**src/rtl/ex_mem_pipe_reg_pkg.sv**
```systemverilog
// pipe_pkg: shared EX/MEM pipeline control type, bubble constant and depth limit
package pipe_pkg;
  localparam int MAX_PIPE_STAGES = 4;
  typedef struct packed {
    logic MemRead;
    logic MemToReg;
    logic MemWrite;
    logic RegWrite;
    logic Valid;
  } ex_mem_ctrl_t;
  localparam ex_mem_ctrl_t EX_MEM_BUBBLE = '0;
  function automatic int ex_mem_data_w(input int data_w, input int reg_aw);
    return 2 * data_w + reg_aw;
  endfunction
endpackage

```
**src/rtl/ex_mem_pipe_reg_if.sv**
```systemverilog
// ex_mem_if: E-side inputs and M-side outputs of ex_mem_pipe_reg
// EXMEM_PERF_CNT_EN adds CntClr, StallCnt and BubbleCnt
interface ex_mem_if #(
  parameter int DATA_W = 32,
  parameter int REG_AW = 5,
  parameter int STAGES = 1
);
  logic StallE, FlushE, ValidE, MemReadE, MemToRegE, MemWriteE, RegWriteE;
  logic [DATA_W-1:0] ALUresultE, ReadData2E;
  logic [REG_AW-1:0] WriteRegE;
  logic ValidM, MemReadM, MemToRegM, MemWriteM, RegWriteM;
  logic [DATA_W-1:0] ALUresultM, ReadData2M;
  logic [REG_AW-1:0] WriteRegM;
  logic [STAGES-1:0] FwdRegWrite;
  logic [STAGES*REG_AW-1:0] FwdWriteReg;
`ifdef EXMEM_PERF_CNT_EN
  logic CntClr;
  logic [31:0] StallCnt, BubbleCnt;
  modport master (
    output StallE, FlushE, ValidE, MemReadE, MemToRegE, MemWriteE, RegWriteE,
           ALUresultE, ReadData2E, WriteRegE, CntClr,
    input  ValidM, MemReadM, MemToRegM, MemWriteM, RegWriteM, ALUresultM, ReadData2M,
           WriteRegM, FwdRegWrite, FwdWriteReg, StallCnt, BubbleCnt
  );
  modport slave (
    input  StallE, FlushE, ValidE, MemReadE, MemToRegE, MemWriteE, RegWriteE,
           ALUresultE, ReadData2E, WriteRegE, CntClr,
    output ValidM, MemReadM, MemToRegM, MemWriteM, RegWriteM, ALUresultM, ReadData2M,
           WriteRegM, FwdRegWrite, FwdWriteReg, StallCnt, BubbleCnt
  );
`else
  modport master (
    output StallE, FlushE, ValidE, MemReadE, MemToRegE, MemWriteE, RegWriteE,
           ALUresultE, ReadData2E, WriteRegE,
    input  ValidM, MemReadM, MemToRegM, MemWriteM, RegWriteM, ALUresultM, ReadData2M,
           WriteRegM, FwdRegWrite, FwdWriteReg
  );
  modport slave (
    input  StallE, FlushE, ValidE, MemReadE, MemToRegE, MemWriteE, RegWriteE,
           ALUresultE, ReadData2E, WriteRegE,
    output ValidM, MemReadM, MemToRegM, MemWriteM, RegWriteM, ALUresultM, ReadData2M,
           WriteRegM, FwdRegWrite, FwdWriteReg
  );
`endif
endinterface

```
**src/rtl/ex_mem_pipe_reg_stage.sv**
```systemverilog
// pipe_stage: one EX/MEM register stage; bubble beats hold beats load, control zeroed for invalid entries
module pipe_stage
  import pipe_pkg::*;
#(
  parameter int DW = 69
) (
  input  logic         Clk,
  input  logic         Rst_n,
  input  logic         hold_i,
  input  logic         load_bubble_i,
  input  ex_mem_ctrl_t ctrl_i,
  input  logic [DW-1:0] data_i,
  output ex_mem_ctrl_t ctrl_o,
  output logic [DW-1:0] data_o
);
  ex_mem_ctrl_t ctrl_d, ctrl_q;
  logic [DW-1:0] data_d, data_q;
  always_comb begin
    ctrl_d = load_bubble_i ? EX_MEM_BUBBLE : hold_i ? ctrl_q : ctrl_i.Valid ? ctrl_i : EX_MEM_BUBBLE;
    data_d = load_bubble_i ? '0 : hold_i ? data_q : data_i;
  end
  always_ff @(posedge Clk or negedge Rst_n)
    if (!Rst_n) begin
      ctrl_q <= EX_MEM_BUBBLE;
      data_q <= '0;
    end else begin
      ctrl_q <= ctrl_d;
      data_q <= data_d;
    end
  assign ctrl_o = ctrl_q;
  assign data_o = data_q;
endmodule

```
**src/rtl/ex_mem_pipe_reg.sv**
```systemverilog
// ex_mem_pipe_reg: STAGES-deep EX/MEM pipeline register with stall, flush and forwarding taps
// EXMEM_PERF_CNT_EN adds saturating StallCnt/BubbleCnt counters cleared by CntClr
module ex_mem_pipe_reg
  import pipe_pkg::*;
#(
  parameter int DATA_W = 32,
  parameter int REG_AW = 5,
  parameter int STAGES = 1
) (
  input logic   Clk,
  input logic   Rst_n,
  ex_mem_if.slave bus
);
  typedef struct packed {
    logic [DATA_W-1:0] ALUresult;
    logic [DATA_W-1:0] ReadData2;
    logic [REG_AW-1:0] WriteReg;
  } ex_mem_data_t;
  localparam int DW = ex_mem_data_w(DATA_W, REG_AW);
  if (STAGES < 1 || STAGES > MAX_PIPE_STAGES) begin : g_bad_stages
    $error("ex_mem_pipe_reg: STAGES must be in 1..%0d", MAX_PIPE_STAGES);
  end
  // index 0 is the E-side input, index k+1 is the output of stage k
  ex_mem_ctrl_t ctrl_s [STAGES+1];
  ex_mem_data_t data_s [STAGES+1];
  logic [STAGES-1:0] fwd_rw;
  logic [STAGES*REG_AW-1:0] fwd_wr;
  assign ctrl_s[0] = {bus.MemReadE, bus.MemToRegE, bus.MemWriteE, bus.RegWriteE, bus.ValidE};
  assign data_s[0] = {bus.ALUresultE, bus.ReadData2E, bus.WriteRegE};
  for (genvar k = 0; k < STAGES; k++) begin : g_stage
    pipe_stage #(.DW(DW)) u_stage (
      .Clk          (Clk),
      .Rst_n        (Rst_n),
      .hold_i       (bus.StallE),
      .load_bubble_i(k == 0 && bus.FlushE),
      .ctrl_i       (ctrl_s[k]),
      .data_i       (data_s[k]),
      .ctrl_o       (ctrl_s[k+1]),
      .data_o       (data_s[k+1])
    );
    assign fwd_rw[k] = ctrl_s[k+1].RegWrite & ctrl_s[k+1].Valid;
    assign fwd_wr[k*REG_AW +: REG_AW] = data_s[k+1].WriteReg;
  end
  assign bus.ValidM      = ctrl_s[STAGES].Valid;
  assign bus.MemReadM    = ctrl_s[STAGES].MemRead;
  assign bus.MemToRegM   = ctrl_s[STAGES].MemToReg;
  assign bus.MemWriteM   = ctrl_s[STAGES].MemWrite;
  assign bus.RegWriteM   = ctrl_s[STAGES].RegWrite;
  assign bus.ALUresultM  = data_s[STAGES].ALUresult;
  assign bus.ReadData2M  = data_s[STAGES].ReadData2;
  assign bus.WriteRegM   = data_s[STAGES].WriteReg;
  assign bus.FwdRegWrite = fwd_rw;
  assign bus.FwdWriteReg = fwd_wr;
`ifdef EXMEM_PERF_CNT_EN
  logic [31:0] stall_cnt_d, stall_cnt_q, bubble_cnt_d, bubble_cnt_q;
  always_comb begin
    stall_cnt_d  = bus.CntClr ? '0 : (bus.StallE && ~&stall_cnt_q) ? stall_cnt_q + 32'd1 : stall_cnt_q;
    bubble_cnt_d = bus.CntClr ? '0 : (!bus.StallE && !ctrl_s[STAGES].Valid && ~&bubble_cnt_q)
                   ? bubble_cnt_q + 32'd1 : bubble_cnt_q;
  end
  always_ff @(posedge Clk or negedge Rst_n)
    if (!Rst_n) begin
      stall_cnt_q  <= '0;
      bubble_cnt_q <= '0;
    end else begin
      stall_cnt_q  <= stall_cnt_d;
      bubble_cnt_q <= bubble_cnt_d;
    end
  assign bus.StallCnt  = stall_cnt_q;
  assign bus.BubbleCnt = bubble_cnt_q;
`endif
endmodule

```
**src/flat_wrapper.sv**
```systemverilog
// flat-port wrapper written by rule: the top's interface ports become plain ports
module ex_mem_pipe_reg_flat import pipe_pkg::*;
#(
  parameter int DATA_W = 32,
  parameter int REG_AW = 5,
  parameter int STAGES = 1
)
  (Clk, Rst_n, bus_StallE, bus_FlushE, bus_ValidE, bus_MemReadE, bus_MemToRegE, bus_MemWriteE, bus_RegWriteE, bus_ALUresultE, bus_ReadData2E, bus_WriteRegE, bus_ValidM, bus_MemReadM, bus_MemToRegM, bus_MemWriteM, bus_RegWriteM, bus_ALUresultM, bus_ReadData2M, bus_WriteRegM, bus_FwdRegWrite, bus_FwdWriteReg);
  ex_mem_if #(.DATA_W(DATA_W), .REG_AW(REG_AW), .STAGES(STAGES)) bus_i ();
  input logic Clk;
  input logic Rst_n;
  input wire logic [$bits(bus_i.StallE)-1:0] bus_StallE;
  input wire logic [$bits(bus_i.FlushE)-1:0] bus_FlushE;
  input wire logic [$bits(bus_i.ValidE)-1:0] bus_ValidE;
  input wire logic [$bits(bus_i.MemReadE)-1:0] bus_MemReadE;
  input wire logic [$bits(bus_i.MemToRegE)-1:0] bus_MemToRegE;
  input wire logic [$bits(bus_i.MemWriteE)-1:0] bus_MemWriteE;
  input wire logic [$bits(bus_i.RegWriteE)-1:0] bus_RegWriteE;
  input wire logic [$bits(bus_i.ALUresultE)-1:0] bus_ALUresultE;
  input wire logic [$bits(bus_i.ReadData2E)-1:0] bus_ReadData2E;
  input wire logic [$bits(bus_i.WriteRegE)-1:0] bus_WriteRegE;
  output wire logic [$bits(bus_i.ValidM)-1:0] bus_ValidM;
  output wire logic [$bits(bus_i.MemReadM)-1:0] bus_MemReadM;
  output wire logic [$bits(bus_i.MemToRegM)-1:0] bus_MemToRegM;
  output wire logic [$bits(bus_i.MemWriteM)-1:0] bus_MemWriteM;
  output wire logic [$bits(bus_i.RegWriteM)-1:0] bus_RegWriteM;
  output wire logic [$bits(bus_i.ALUresultM)-1:0] bus_ALUresultM;
  output wire logic [$bits(bus_i.ReadData2M)-1:0] bus_ReadData2M;
  output wire logic [$bits(bus_i.WriteRegM)-1:0] bus_WriteRegM;
  output wire logic [$bits(bus_i.FwdRegWrite)-1:0] bus_FwdRegWrite;
  output wire logic [$bits(bus_i.FwdWriteReg)-1:0] bus_FwdWriteReg;
  assign bus_i.StallE = bus_StallE;
  assign bus_i.FlushE = bus_FlushE;
  assign bus_i.ValidE = bus_ValidE;
  assign bus_i.MemReadE = bus_MemReadE;
  assign bus_i.MemToRegE = bus_MemToRegE;
  assign bus_i.MemWriteE = bus_MemWriteE;
  assign bus_i.RegWriteE = bus_RegWriteE;
  assign bus_i.ALUresultE = bus_ALUresultE;
  assign bus_i.ReadData2E = bus_ReadData2E;
  assign bus_i.WriteRegE = bus_WriteRegE;
  assign bus_ValidM = bus_i.ValidM;
  assign bus_MemReadM = bus_i.MemReadM;
  assign bus_MemToRegM = bus_i.MemToRegM;
  assign bus_MemWriteM = bus_i.MemWriteM;
  assign bus_RegWriteM = bus_i.RegWriteM;
  assign bus_ALUresultM = bus_i.ALUresultM;
  assign bus_ReadData2M = bus_i.ReadData2M;
  assign bus_WriteRegM = bus_i.WriteRegM;
  assign bus_FwdRegWrite = bus_i.FwdRegWrite;
  assign bus_FwdWriteReg = bus_i.FwdWriteReg;
  ex_mem_pipe_reg #(.DATA_W(DATA_W), .REG_AW(REG_AW), .STAGES(STAGES)) u_core (.Clk(Clk), .Rst_n(Rst_n), .bus(bus_i));
endmodule
```
**config.mk**
```make
export PLATFORM = sky130hd
export DESIGN_NAME = ex_mem_pipe_reg_flat
export DESIGN_NICKNAME = d
export VERILOG_FILES = /design/src/rtl/ex_mem_pipe_reg_pkg.sv /design/src/rtl/ex_mem_pipe_reg_if.sv /design/src/rtl/ex_mem_pipe_reg_stage.sv /design/src/rtl/ex_mem_pipe_reg.sv /design/src/flat_wrapper.sv
export SDC_FILE = /design/constraint.sdc
export NUM_CORES = 1
export LEC_CHECK = 0
export BUFFER_PORTS_ARGS = -buffer_cell sky130_fd_sc_hd__buf_2
export CAP_MARGIN = 20
export CORE_MARGIN = 8
export CORE_UTILIZATION = 48
export DETAILED_ROUTE_END_ITERATION = 8
export GPL_TIMING_DRIVEN = 1
export MAX_ROUTING_LAYER = met4
export PLACE_DENSITY = 0.84
export SYNTH_ARGS = -nofsm -noshare
export SYNTH_HDL_FRONTEND = slang
export SYNTH_SLANG_ARGS = --single-unit
export TNS_END_PERCENT = 50
```
**constraint.sdc**
```tcl
create_clock -name Clk -period 1.1 [get_ports Clk]
set_clock_uncertainty 0.05 [all_clocks]
set_input_delay 0.11 -clock Clk [delete_from_list [all_inputs] [get_ports Clk]]
set_output_delay 0.11 -clock Clk [all_outputs]
set_load 0.01 [all_outputs]
```
# Yosys cells after proc, flatten, opt, wreduce, memory -nomap -nowiden

Index checks and enable logic that the tools add are counted.

Bits of input ports: 78
Bits in registers: 74
Logic and storage cells: 13

Muxes and demuxes: 5
Bitwise logic cells: 1
Equality and inequality tests: 1

Operator list:

| cell                                                  | number |
|---|---|
| 2-to-1 mux 69 bit                                     | 2 |
| 2-to-1 mux 5 bit                                      | 3 |
| inequality test 2 x 1 -> 1 bit, second input constant | 1 |
| AND 1 bit                                             | 1 |

# Depth between registers and ports, before layout

Gate-level depths: netlist of run 1.

Word-level depth: 3
Mapped depth: 5
Depth with buffers taken out: 2

# Modules after synthesis

Synthesis of run 1 repeated with hierarchy kept, for this count alone.

Cells, all modules: 249
Area total of the unflattened synthesis: 3037.9 µm²

Modules (own cells, without submodules):

| module          | area an instance (µm²) | times used | cells each |
|---|---|---|---|
| pipe_stage      | 2994.1                 | 1          | 243 |
| ex_mem_pipe_reg | 43.8                   | 1          | 6 |

# Least setup slack after synthesis of run 1

Ideal clock, no wire load.

Path kind: input to register
Start point: in bus_StallE
End point: reg u_core.g_stage[0].u_stage.data_q[51]
Arrival: 0.720 ns
Path slack: 0.198 ns
Library setup time: 0.132 ns
Cell stages on the path: 5
Cell sequence: buf_4 -> buf_6 -> buf_8 -> mux2i_1 -> nor2_1

Longest elaborated chain between the ends: 1

Ends and longest elaborated chain:

| element                                  | line                        | source |
|---|---|---|
| from (decl)                              | flat_wrapper.sv:12          | `input wire logic [$bits(bus_i.StallE)-1:0] bus_StallE;` |
| inequality test 2 x 1 -> 1 bit (no line) | -                           |  |
| to (signal assigned)                     | ex_mem_pipe_reg_stage.sv:28 | `data_q <= data_d;` |
| to (decl)                                | ex_mem_pipe_reg_stage.sv:17 | `logic [DW-1:0] data_d, data_q;` |

Every way passes these cells.
A chain may end at the register's enable or synchronous reset.

# Worst setup path in the final report of run 1

Start point: reg u_core.g_stage[0].u_stage.ctrl_q (netlist bit u_core.g_stage[0].u_stage.ctrl_o[0])
End point: out bus_FwdRegWrite

Longest elaborated chain between the ends: 1

Ends and longest elaborated chain:

| element                | line                        | source |
|---|---|---|
| from (decl)            | ex_mem_pipe_reg_stage.sv:16 | `ex_mem_ctrl_t ctrl_d, ctrl_q;` |
| from (signal assigned) | ex_mem_pipe_reg_stage.sv:27 | `ctrl_q <= ctrl_d;` |
| AND 1 bit              | ex_mem_pipe_reg.sv:41       | `assign fwd_rw[k] = ctrl_s[k+1].RegWrite & ctrl_s[k+1].Valid;` |
| to (decl)              | flat_wrapper.sv:30          | `output wire logic [$bits(bus_i.FwdRegWrite)-1:0] bus_FwdRegWrite;` |

Every way passes these cells.

==> results_dict.tcl, run 1 <==
set metrics [dict create \
    status "complete, but fails checks" \
    violations "negative setup slack" \
    cp-startpoint "u_core.g_stage[0].u_stage.ctrl_o[0]" \
    io_pins 158 \
    period_minus_slack_ps 1170 \
    fin_crit_sh 1.07 \
    tightest_slew_ps 386 \
    cp-start-kind "flip-flop" \
    critPathSlowestCell "dfrtp_1" \
    ys_seq_area_frac 0.610 \
    drt-total-wl_um 9230 \
    worst-path-buf-inv 1 \
    path_class "flip-flop to output port" \
    synth_commonest_cells "dfrtp_1, mux2i_1, nor2_1" \
    portBuffers 157 \
    grt_pass1_vias 2993 \
    hold_class "primary input to flip-flop" \
    worst_slack_ps -73.4 \
    ant_nets 0 \
    vias 2683 \
    power_density_nw_per_um2 1310 \
    rows 29 \
    synth_edf_count 0 \
    cts_buffer_depth 2 \
    drt_iter0_markers 73 \
    r2r_cells 3 \
    die_h_um 95.6 \
    cts.sinks 74 \
    max_freq_mhz 852 \
    cp_cell_sequence "and2_4 > buf_6" \
    synth_warnings 0 \
    fin_hold_ws_ps 31.6 \
    timing.rr.start "u_core.g_stage[0].u_stage.ctrl_o[0]" \
    slew_viol_final 0 \
    yosys-top-cells-area "dfrtp_1, mux2i_1, nor2_1" \
    power_leakage_nw 2.73 \
    yosys.area.top_type_share 0.610 \
    synth_area_um2 3040 \
    yosysTopAreaCell "dfrtp_1" \
    power.total_mw 6.36 \
    syn-num-nets 327 \
    finalNetCount 553 \
    grt_pass1_wl_um 14200 \
    maxCapViolations 0 \
    overflow 0 \
    drc 0 \
    post-place-ws_ps 113 \
    synthCells 249 \
    gr-usage-all-layers 0.208 \
    wl_per_cell_um 16.5 \
    hold_depth 3 \
    worstPathRequired_ps 940 \
    finalHoldViolations 0 \
    peakVddDrop_mv 0.947 \
    place.gp.congestion 0.768 \
    finalSetupViolCount 1 \
    synth_flop_cell "dfrtp_1" \
    die_w_um 95.6 \
    root_buffer "clkbuf_8" \
    fillers 396 \
    core_um2 6240 \
    start_util 0.487 \
    dp_hpwl_um 5450 \
    path_max_fanout 3 \
    synth.ff_latch_count 74 \
    yosysMostFrequentCell "dfrtp_1" \
    vias_per_cell 4.81 \
    clkLatencyLatePin_ps 330 \
    tns_ps -73.4 \
    asyncSetResetFlopFracSynth 1.00 \
    rsz0062_at_grt "true" \
    crit_arrival_ps 1010 \
    max_stage_delay_ps 400 \
    cts_tree "built" \
    grt_max_degree 75 \
    numCtsBuffers 9 \
    antenna_found_initial 1 \
    endpoint_kind "output port" \
    min_from "bus_ValidE" \
    cpLargestDelayFamily "flip-flops" \
    synth.distinct_cells 13 \
    slew_headroom 0.743 \
    cp.depth 2 \
    die_area_um2 9130 \
    syn_avg_cell_area_um2 12.2 \
    path_clk_slew_ps 80 \
    multiInputGateArea_um2 1040 \
    first_pass_iters 4 \
    drive_gt1_frac 0.375 \
    syn_to_final_growth_pct 59.6 \
    h-tree-depth 3 \
    regArea_um2 1850 \
]
## cell usage in the layout, fill, tap and decap left out, drive strengths merged
master	count
mux2i	70
dfrtp	74
and2	1
dlygate4sd3	74
buf	163
nand3b	4
nor2	70
clkbuf	10
diode	1
nand2	4
bufinv	2
clkinvlp	1
a21oi	4
clkinv	3
## worst paths after layout
kind / to / slack [ps]
worst min-delay path: u_core.g_stage[0].u_stage.ctrl_o[3] / 30
worst min register to register: u_core.g_stage[0].u_stage.data_o[10] / 480
worst max-delay path: bus_FwdRegWrite / -70
min in group asynchronous: u_core.g_stage[0].u_stage.data_o[37] / 260
worst max register to register: u_core.g_stage[0].u_stage.ctrl_o[0] / 210
max in group asynchronous: u_core.g_stage[0].u_stage.data_o[3] / 420
## layer usage
layer  vias to the layer above  wire length [um]  part of all wire  global-route usage
li1                       1269                 -                 -                   -
met1                      1295              3470              0.38               0.217
met2                        97              5080              0.55               0.377
met3                        22               412             0.045              0.0244
met4                         0               267             0.029               0.105
met5                         -                 0                 0                   -
## worst reg2reg max path: stages, from the launching register on
cell	delay, ps
dfrtp_1	400
buf_4	140
mux2i_1	130
nor2_1	60
## kinds of logic (layout without fill, tap and decap cells)
| group | after synthesis | in the layout | synth area share |
|---|---|---|---|
| AND/OR/NAND/NOR | 79 | 79 | 0.103 |
| buffers and inverters | 22 | 253 | 0.0498 |
| other | 0 | 1 | 0 |
| AO/OA/AOI/OAI | 4 | 4 | 0.00659 |
| multiplexers | 70 | 70 | 0.231 |
| flip-flops | 74 | 74 | 0.610 |
## registers in the layout (all words and copies together) (netlist names)
name                           cells
u_core.g_stage.u_stage.ctrl_o      5
u_core.g_stage.u_stage.data_o     69
## repair_timing
item	4_1_cts	5_1_grt
buffers inserted	1	1
pin swaps	0	1
hold buffers	73	1
setup endpoints to repair	1	1
endpoints found under the hold margin	146	1
gates resized for setup	2	0
## report_power, final
| part | internal, mW | switching, mW | total [mW] |
|---|---|---|---|
| combinational | 0.566 | 0.504 | 1.07 |
| clock | 1.34 | 0.989 | 2.33 |
| sequential | 2.87 | 0.0863 | 2.95 |
| total | 4.78 | 1.58 | 6.36 |
## final cells by class
class	count	area share
Multi-Input combinational cell	153	0.214
Clock buffer	10	0.0284
Antenna cell	1	0.000516
Tap cell	77	0.0199
Clock inverter	6	0.0186
Timing Repair Buffer	237	0.337
Sequential cell	74	0.382
## stage by stage
stage               utilization  area [um^2]  instances
detailed placement        0.617         3850        465
global route              0.777         4850        558
finish                    0.777         4850        558
CTS                       0.774         4830        555
floorplan                     -         3040        249
global placement          0.617         3850        465
No activity file was read; power rests on OpenSTA's default activity.
==> run 2: changes to the inputs <==
CELL_PAD_IN_SITES_DETAIL_PLACEMENT = 0   (was unset)
CELL_PAD_IN_SITES_GLOBAL_PLACEMENT = 1   (was unset)
CORE_UTILIZATION = 36   (was 48)
PLACE_DENSITY = unset   (was 0.84)
PLACE_DENSITY_LB_ADDON = 0.1   (was unset)
==> run 2 against run 1 <==
Total power is 7.9% lower. Register-to-register slack better by 120 ps. Combinational power hardly changed. Via count is 4.0% lower. Largest cell class unchanged. The run still ends with negative setup slack left.
==> results_dict.tcl, run 2 (synthesis gave the netlist of run 1 again) <==
set metrics [dict create \
    status "complete, but fails checks" \
    violations "negative setup slack" \
    wl_met2_um 4060 \
    cp-start-kind "flip-flop" \
    worst_slack_ps -69.0 \
    first_pass_iters 4 \
    finalHoldViolations 0 \
    dr_wl_met3_um 629 \
    r2r_cells 2 \
    maxCapViolations 0 \
    rows 33 \
    n_antenna_cell 0 \
    cts-resized-gates 0 \
    die_area_um2 11600 \
    layout_commonest_cell "buf_2" \
    h-tree-depth 3 \
    antenna_found_initial 0 \
    die_w_um 108 \
    cp-startpoint "u_core.g_stage[0].u_stage.ctrl_o[1]" \
    die_h_um 108 \
    fillers 717 \
    grt_pass1_vias 2816 \
    tightest_slew_ps 270 \
    max_freq_mhz 855 \
    crit_end "bus_FwdRegWrite" \
    overflow 0 \
    cts_tree "built" \
    largest_reg_flops 69 \
    syn_to_final_growth_pct 59.4 \
    place.gp.congestion 0.666 \
    regToRegSetupSlack_ps 330 \
    period_minus_slack_ps 1170 \
    crit_arrival_ps 1010 \
    power.total_mw 5.85 \
    drc 0 \
    io_pins 158 \
    drt_iter0_markers 86 \
    ant_nets 0 \
    fin_crit_sh 1.06 \
    peakVddDrop_mv 0.794 \
    cts_buffer_depth 2 \
    finalNetCount 554 \
    power_density_nw_per_um2 1210 \
    grt_max_degree 43 \
    portBuffers 157 \
    grt_pass1_wl_um 14100 \
    core_um2 8220 \
    vias_per_cell 4.43 \
    worstPathRequired_ps 940 \
    numCtsBuffers 9 \
    path_max_fanout 3 \
    vias 2577 \
    wl_met1_um 3890 \
    gr-usage-all-layers 0.156 \
    drt-total-wl_um 8680 \
    endpoint_kind "output port" \
    hold_depth 3 \
    start_util 0.370 \
    rsz0062_at_grt "true" \
    slew_headroom 0.820 \
    finalSetupViolCount 1 \
    r2r-end "u_core.g_stage[0].u_stage.ctrl_o[0]" \
    drive_gt1_frac 0.369 \
    wl_per_cell_um 14.9 \
    stdcell_area_um2 4840 \
    placed_cell_area_um2 3940 \
    clkLatencyLatePin_ps 330 \
    path_class "flip-flop to output port" \
    hold_class "primary input to flip-flop" \
    slew_viol_final 0 \
    cts.sinks 74 \
    post-place-ws_ps 129 \
    most-common-layout-cells "buf_2, dlygate4sd3_1, dfrtp_1" \
    timing.rr.start "u_core.g_stage[0].u_stage.ctrl_o[0]" \
    top_layer_used "met4" \
    power_leakage_nw 2.71 \
    path_clk_slew_ps 70 \
    root_buffer "clkbuf_8" \
]
run 2: cell type report:
class                           instances  area (um^2)  share of cell area
Multi-Input combinational cell        153         1030               0.214
Sequential cell                        74         1850               0.382
Timing Repair Buffer                  238         1660               0.343
Clock buffer                           12          165              0.0341
Tap cell                              105          131              0.0271
run 2: worst min-delay path by stage:
| stage | from | to | slack (ps) |
|---|---|---|---|
| detailed placement | Rst_n | u_core.g_stage[0].u_stage.data_o[66] | -40 |
| floorplan | Rst_n | u_core.g_stage[0].u_stage.ctrl_o[0] | -240 |
| global route | bus_ValidE | u_core.g_stage[0].u_stage.ctrl_o[1] | 40 |
| CTS | bus_ValidE | u_core.g_stage[0].u_stage.ctrl_o[3] | 20 |
| global placement | Rst_n | u_core.g_stage[0].u_stage.data_o[66] | -40 |
| finish | bus_ValidE | u_core.g_stage[0].u_stage.ctrl_o[3] | 40 |
run 2: layer usage:
layer  track usage  vias to the layer above
met5             -                        -
met4        0.0595                        0
met3        0.0413                       10
met2         0.242                       95
met1         0.190                     1206
li1              -                     1266
run 2: metrics by stage:
step                      hold slack, ps  cells  setup TNS, ps   util
after floorplan                     -236    249              0      -
after global placement             -41.1    496              0  0.479
after detailed placement           -43.1    496              0  0.479
after CTS                           20.0    582          -97.1  0.589
after global routing                36.7    582           -118  0.589
final                               43.4    582          -69.0  0.589
run 2: critical path, cell delays in order (launching register included):
cell	delay (ps)
dfrtp_1	400
and2_1	150
buf_2	130
run 2: repair_timing:
| action | in CTS | in global routing |
|---|---|---|
| hold endpoints to repair | 147 | 0 |
| endpoints found under the setup margin | 1 | 1 |
| hold buffers | 74 | 0 |
| setup buffers | 0 | 0 |
run 2: where the power goes:
part | total [mW] | internal (mW) | switching (mW) | leakage [nW]
logic | 1.07 | 0.576 | 0.491 | 1.64
registers | 2.95 | 2.87 | 0.0772 | 0.984
clock network | 1.84 | 0.956 | 0.882 | 0.0863
